==> config.mk <==
export PLATFORM = sky130hd
export DESIGN_NAME = spi_flash_arbiter_flat
export DESIGN_NICKNAME = d
export VERILOG_FILES = /design/src/rtl/spi_flash_arbiter_if.sv /design/src/rtl/spi_flash_arbiter.sv /design/src/flat_wrapper.sv
export SDC_FILE = /design/constraint.sdc
export NUM_CORES = 1
export LEC_CHECK = 0
export CAP_MARGIN = 25
export CORE_AREA = 2 2 40 42
export DETAILED_ROUTE_END_ITERATION = 8
export DIE_AREA = 0 0 42 44
export GPL_ROUTABILITY_DRIVEN = 0
export PLACE_DENSITY_LB_ADDON = 0.25
export REMOVE_ABC_BUFFERS = 1
export SETUP_SLACK_MARGIN = 0.2
export SYNTH_ARGS = -nofsm -noshare
export SYNTH_HDL_FRONTEND = slang
export SYNTH_SLANG_ARGS = --single-unit
export TNS_END_PERCENT = 100
==> constraint.sdc <==
create_clock -name clk_48mhz -period 3.7 [get_ports clk_48mhz]
set_input_delay 1.11 -clock clk_48mhz [delete_from_list [all_inputs] [get_ports clk_48mhz]]
set_output_delay 1.11 -clock clk_48mhz [all_outputs]
set_load 0.01 [all_outputs]
==> src/rtl/spi_flash_arbiter_if.sv <==
// rtl/spi_flash_arbiter_if.sv - requester, flash-pin and status signals of the SPI flash arbiter
interface spi_flash_arbiter_if;
  logic [1:0] req;
  logic [1:0] gnt;
  logic [1:0] m_csel;
  logic [1:0] m_clk;
  logic [1:0] m_mosi;
  logic [1:0] m_miso;
  logic       flash_csel;
  logic       flash_clk;
  logic       flash_mosi;
  logic       flash_miso;
  logic       busy;
  logic       timeout;

  modport slave (
    input  req, m_csel, m_clk, m_mosi, flash_miso,
    output gnt, m_miso, flash_csel, flash_clk, flash_mosi, busy, timeout
  );

  modport master (
    output req, m_csel, m_clk, m_mosi, flash_miso,
    input  gnt, m_miso, flash_csel, flash_clk, flash_mosi, busy, timeout
  );
endinterface

==> src/rtl/spi_flash_arbiter.sv <==
// rtl/spi_flash_arbiter.sv - two-port round-robin owner of the SPI flash pins with CS gap and hold watchdog
module spi_flash_arbiter #(
  parameter int CS_GAP_CYCLES   = 4,
  parameter int MAX_HOLD_CYCLES = 0,
  parameter int HOLD_WIDTH      = 24
) (
  input  logic                clk_48mhz,
  input  logic                resetn,
  spi_flash_arbiter_if.slave  bus
);

  localparam int GAP_LOAD = (CS_GAP_CYCLES < 1) ? 1 : CS_GAP_CYCLES;
  localparam int GAP_W    = $clog2(GAP_LOAD + 1);
  localparam logic [GAP_W-1:0] GAP_INIT = GAP_W'(GAP_LOAD);
  localparam bit WDOG_EN = (MAX_HOLD_CYCLES != 0);
  localparam logic [HOLD_WIDTH-1:0] HOLD_LAST =
      WDOG_EN ? HOLD_WIDTH'(MAX_HOLD_CYCLES - 1) : '0;

  typedef enum logic [1:0] {IDLE, OWN, GAP} state_t;

  state_t                state;
  logic                  owner;
  logic                  last_owner;
  logic [1:0]            gnt_r;
  logic [1:0]            lockout;
  logic                  timeout_r;
  logic [GAP_W-1:0]      gap_cnt;
  logic [HOLD_WIDTH-1:0] hold_cnt;

  logic [1:0] eligible;
  logic       pick;
  logic       own;
  logic [1:0] miso_mux;

  assign eligible = bus.req & ~lockout;
  assign own      = (state == OWN);

  // On a tie the port that did not own the bus last time wins.
  always_comb begin
    pick = eligible[1];
    if (eligible == 2'b11) pick = ~last_owner;
  end

  always_ff @(posedge clk_48mhz) begin
    if (!resetn) begin
      state      <= IDLE;
      owner      <= 1'b0;
      last_owner <= 1'b1;
      gnt_r      <= 2'b00;
      lockout    <= 2'b00;
      timeout_r  <= 1'b0;
      gap_cnt    <= '0;
      hold_cnt   <= '0;
    end else begin
      timeout_r <= 1'b0;
      lockout   <= lockout & bus.req;
      case (state)
        IDLE: begin
          if (|eligible) begin
            owner      <= pick;
            last_owner <= pick;
            gnt_r      <= pick ? 2'b10 : 2'b01;
            hold_cnt   <= '0;
            state      <= OWN;
          end
        end
        OWN: begin
          hold_cnt <= hold_cnt + HOLD_WIDTH'(1);
          // A voluntary release takes priority over a coincident watchdog expiry.
          if (!bus.req[owner]) begin
            gnt_r   <= 2'b00;
            gap_cnt <= GAP_INIT;
            state   <= GAP;
          end else if (WDOG_EN && (hold_cnt == HOLD_LAST)) begin
            gnt_r          <= 2'b00;
            timeout_r      <= 1'b1;
            lockout[owner] <= 1'b1;
            gap_cnt        <= GAP_INIT;
            state          <= GAP;
          end
        end
        GAP: begin
          if (gap_cnt <= GAP_W'(1)) begin
            gap_cnt <= '0;
            state   <= IDLE;
          end else begin
            gap_cnt <= gap_cnt - GAP_W'(1);
          end
        end
        default: begin
          gnt_r <= 2'b00;
          state <= IDLE;
        end
      endcase
    end
  end

  always_comb begin
    miso_mux = 2'b11;
    if (own) miso_mux[owner] = bus.flash_miso;
  end

  assign bus.flash_csel = own ? bus.m_csel[owner] : 1'b1;
  assign bus.flash_clk  = own ? bus.m_clk[owner]  : 1'b0;
  assign bus.flash_mosi = own ? bus.m_mosi[owner] : 1'b0;
  assign bus.m_miso     = miso_mux;
  assign bus.gnt        = gnt_r;
  assign bus.busy       = (state != IDLE);
  assign bus.timeout    = timeout_r;

endmodule

==> src/flat_wrapper.sv <==
// flat-port wrapper written by rule: the top's interface ports become plain ports
module spi_flash_arbiter_flat 
#(
  parameter int CS_GAP_CYCLES   = 4,
  parameter int MAX_HOLD_CYCLES = 0,
  parameter int HOLD_WIDTH      = 24
)
  (clk_48mhz, resetn, bus_req, bus_m_csel, bus_m_clk, bus_m_mosi, bus_flash_miso, bus_gnt, bus_m_miso, bus_flash_csel, bus_flash_clk, bus_flash_mosi, bus_busy, bus_timeout);
  spi_flash_arbiter_if bus_i ();
  input  logic clk_48mhz;
  input  logic resetn;
  input wire logic [$bits(bus_i.req)-1:0] bus_req;
  input wire logic [$bits(bus_i.m_csel)-1:0] bus_m_csel;
  input wire logic [$bits(bus_i.m_clk)-1:0] bus_m_clk;
  input wire logic [$bits(bus_i.m_mosi)-1:0] bus_m_mosi;
  input wire logic [$bits(bus_i.flash_miso)-1:0] bus_flash_miso;
  output wire logic [$bits(bus_i.gnt)-1:0] bus_gnt;
  output wire logic [$bits(bus_i.m_miso)-1:0] bus_m_miso;
  output wire logic [$bits(bus_i.flash_csel)-1:0] bus_flash_csel;
  output wire logic [$bits(bus_i.flash_clk)-1:0] bus_flash_clk;
  output wire logic [$bits(bus_i.flash_mosi)-1:0] bus_flash_mosi;
  output wire logic [$bits(bus_i.busy)-1:0] bus_busy;
  output wire logic [$bits(bus_i.timeout)-1:0] bus_timeout;
  assign bus_i.req = bus_req;
  assign bus_i.m_csel = bus_m_csel;
  assign bus_i.m_clk = bus_m_clk;
  assign bus_i.m_mosi = bus_m_mosi;
  assign bus_i.flash_miso = bus_flash_miso;
  assign bus_gnt = bus_i.gnt;
  assign bus_m_miso = bus_i.m_miso;
  assign bus_flash_csel = bus_i.flash_csel;
  assign bus_flash_clk = bus_i.flash_clk;
  assign bus_flash_mosi = bus_i.flash_mosi;
  assign bus_busy = bus_i.busy;
  assign bus_timeout = bus_i.timeout;
  spi_flash_arbiter #(.CS_GAP_CYCLES(CS_GAP_CYCLES), .MAX_HOLD_CYCLES(MAX_HOLD_CYCLES), .HOLD_WIDTH(HOLD_WIDTH)) u_core (.clk_48mhz(clk_48mhz), .resetn(resetn), .bus(bus_i));
endmodule
==> out/results.tsv <==
metric	value	unit
syn_inst	70	
avgSynthCellArea	8.53	um2
antenna_found_initial	0	
ys_warn_count	0	
vias_per_cell	5.10	
fmax	292	MHz
final_common_cell	clkdlybuf4s50_1	
ys_async_sr_fraction	0	%
ys_ff_latch	11	
finalCriticalPeriod	3430	ps
r2r_start	u_core.state[1]$_SDFFE_PN0P_	
powerDensity	350	nW/um2
crit_start	bus_m_csel[0]	
start_util	42.1	%
fp.dieH	44	um
post-route-period-util	92.6	%
num-nets-final	104	
cts_tree	built	
dp_slack	240	ps
grt_max_degree	9	
tns	0	ps
rsz0062_at_grt	false	
ys.flop_type	dfxtp_1	
ant_nets	0	
holdWs	498	ps
drive_above_1_share	8.89	%
synth-seq-area-share	36.9	%
grt_usage	16.9	%
ys_types	30	
finClkSkew	2.28	ps
cts_sinks	11	
area_delta_synth_final	36.5	%
die_x	42	um
cts_buffer_depth	2	
dp_hpwl	957	um
status	finished, final reports clean	
crit_path_start_kind	input pin	
routed_wl	1260	um
grt_pass1_wl	2340	um
h-tree-depth	1	
end_kind	primary output	
port_buffers	18	
timing_hold_violations_final	0	
gr-total-overflow	0	
grt_pass1_vias	529	
pin_count	20	
synth-edff-count	0	
crit_fanout	1	
cp.arrival	2320	ps
wire_per_inst	11.8	um
p_leak	0.312	nW
cts_setup_buffers	0	
critical_path_class	in -> out	
route.detailed.drc	0	
n_antenna_cell	0	
clockRootBuffer	clkbuf_4	
layout_setup_ws	273	ps
worstHoldStart	u_core.lockout[0]$_SDFF_PN0_	
ir_drop	0.236	mV
cp.required	2590	ps
core_area	1420	um2
finalSetupViolations	0	
drv_cap	0	
placement_rows	14	
hold_class	reg -> reg	
firstDrtPassIters	4	
cts_buffers	3	
slew_viol_final	0	
path_clk_slew	70	ps
syn_area	597	um2
vias	541	
power.total	0.285	mW
layout.cells.most_common_list	17 x clkdlybuf4s50_1, 11 x dfxtp_1, 6 x nor2_1, 6 x a21oi_1	
die_area	1850	um2
clock_latency	270	ps
drt_iter0_drc	16	
synthesized netlist by cell type (3+ instances only):
| cell type | count | share of area, % |
|---|---|---|
| dfxtp_1 | 11 | 37 |
| nand2b_1 | 3 | 3.1 |
| inv_1 | 5 | 3.1 |
| nor2_1 | 6 | 3.8 |
| a21oi_1 | 6 | 5.0 |
| nand2_1 | 5 | 3.1 |
| nor2b_1 | 3 | 3.1 |
kinds of logic (layout without fill, tap and decap cells):
kind of cell / after synthesis / in the layout / synth area share [%]
buffers and inverters: 7 / 27 / 5.03
muxes: 3 / 3 / 5.24
DFF: 11 / 11 / 36.9
adders and majority gates: 2 / 2 / 4.19
other: 1 / 1 / 0.628
and+or+nand+nor: 30 / 30 / 29.6
AOI/OAI and AO/OA: 16 / 16 / 18.4
worst paths after layout:
path | endpoint | slack (ps) | cells after the start
worst max-delay path | bus_flash_csel | 270 | 4
worst min-delay path | u_core.lockout[0]$_SDFF_PN0_ | 500 | 1
worst max register to register | u_core.bus.gnt[1]$_SDFFE_PN0P_ | 2150 | 4
worst min register to register | u_core.lockout[0]$_SDFF_PN0_ | 500 | 1
worst max-delay path: stages:
cell and delay (ps):
clkdlybuf4s50_1 390, nor2b_1 120, a211o_1 220, clkdlybuf4s50_1 470
power by group:
group	total (mW)	switching [mW]	internal (mW)
sequential	0.133	0.00775	0.125
combinational	0.0691	0.0286	0.0404
clock	0.0827	0.0410	0.0417
registers in the layout, indices dropped and copies added, names as in the netlist:
signal             count
u_core.gap_cnt         3
u_core.bus.gnt         2
u_core.lockout         2
u_core.state           2
u_core.last_owner      1
u_core.owner           1
final cells by class:
cell class	count	area, um2
Clock buffer	4	26.3
Tap cell	16	20.0
Fill cell	129	604
Multi-Input combinational cell	52	347
Inverter	5	18.8
Sequential cell	11	220
Timing Repair Buffer	18	183
per-layer routing:
| layer | global-route usage [%] | vias to the layer above | share of wire, % |
|---|---|---|---|
| li1 | - | 281 | - |
| met1 | 21.9 | 235 | 45 |
| met2 | 25.9 | 21 | 44 |
| met3 | 5.00 | 4 | 9.3 |
| met4 | 7.74 | 0 | 1.5 |
| met5 | 0 | - | 0 |
through the flow:
stage	util (%)	instances	cell area (um2)
after floorplan	-	68	586
after global placement	55.4	102	786
after CTS	57.2	106	812
after global routing	57.4	106	815
final	57.4	106	815
after detailed placement	55.4	102	786
timing repair:
| item | in CTS | in global routing |
|---|---|---|
| hold buffers | 0 | 0 |
| gates resized for setup | 0 | 1 |
| endpoints found under the hold margin | 0 | 0 |
| setup endpoints to repair | 0 | 1 |
(Power assumes the default switching activity.)
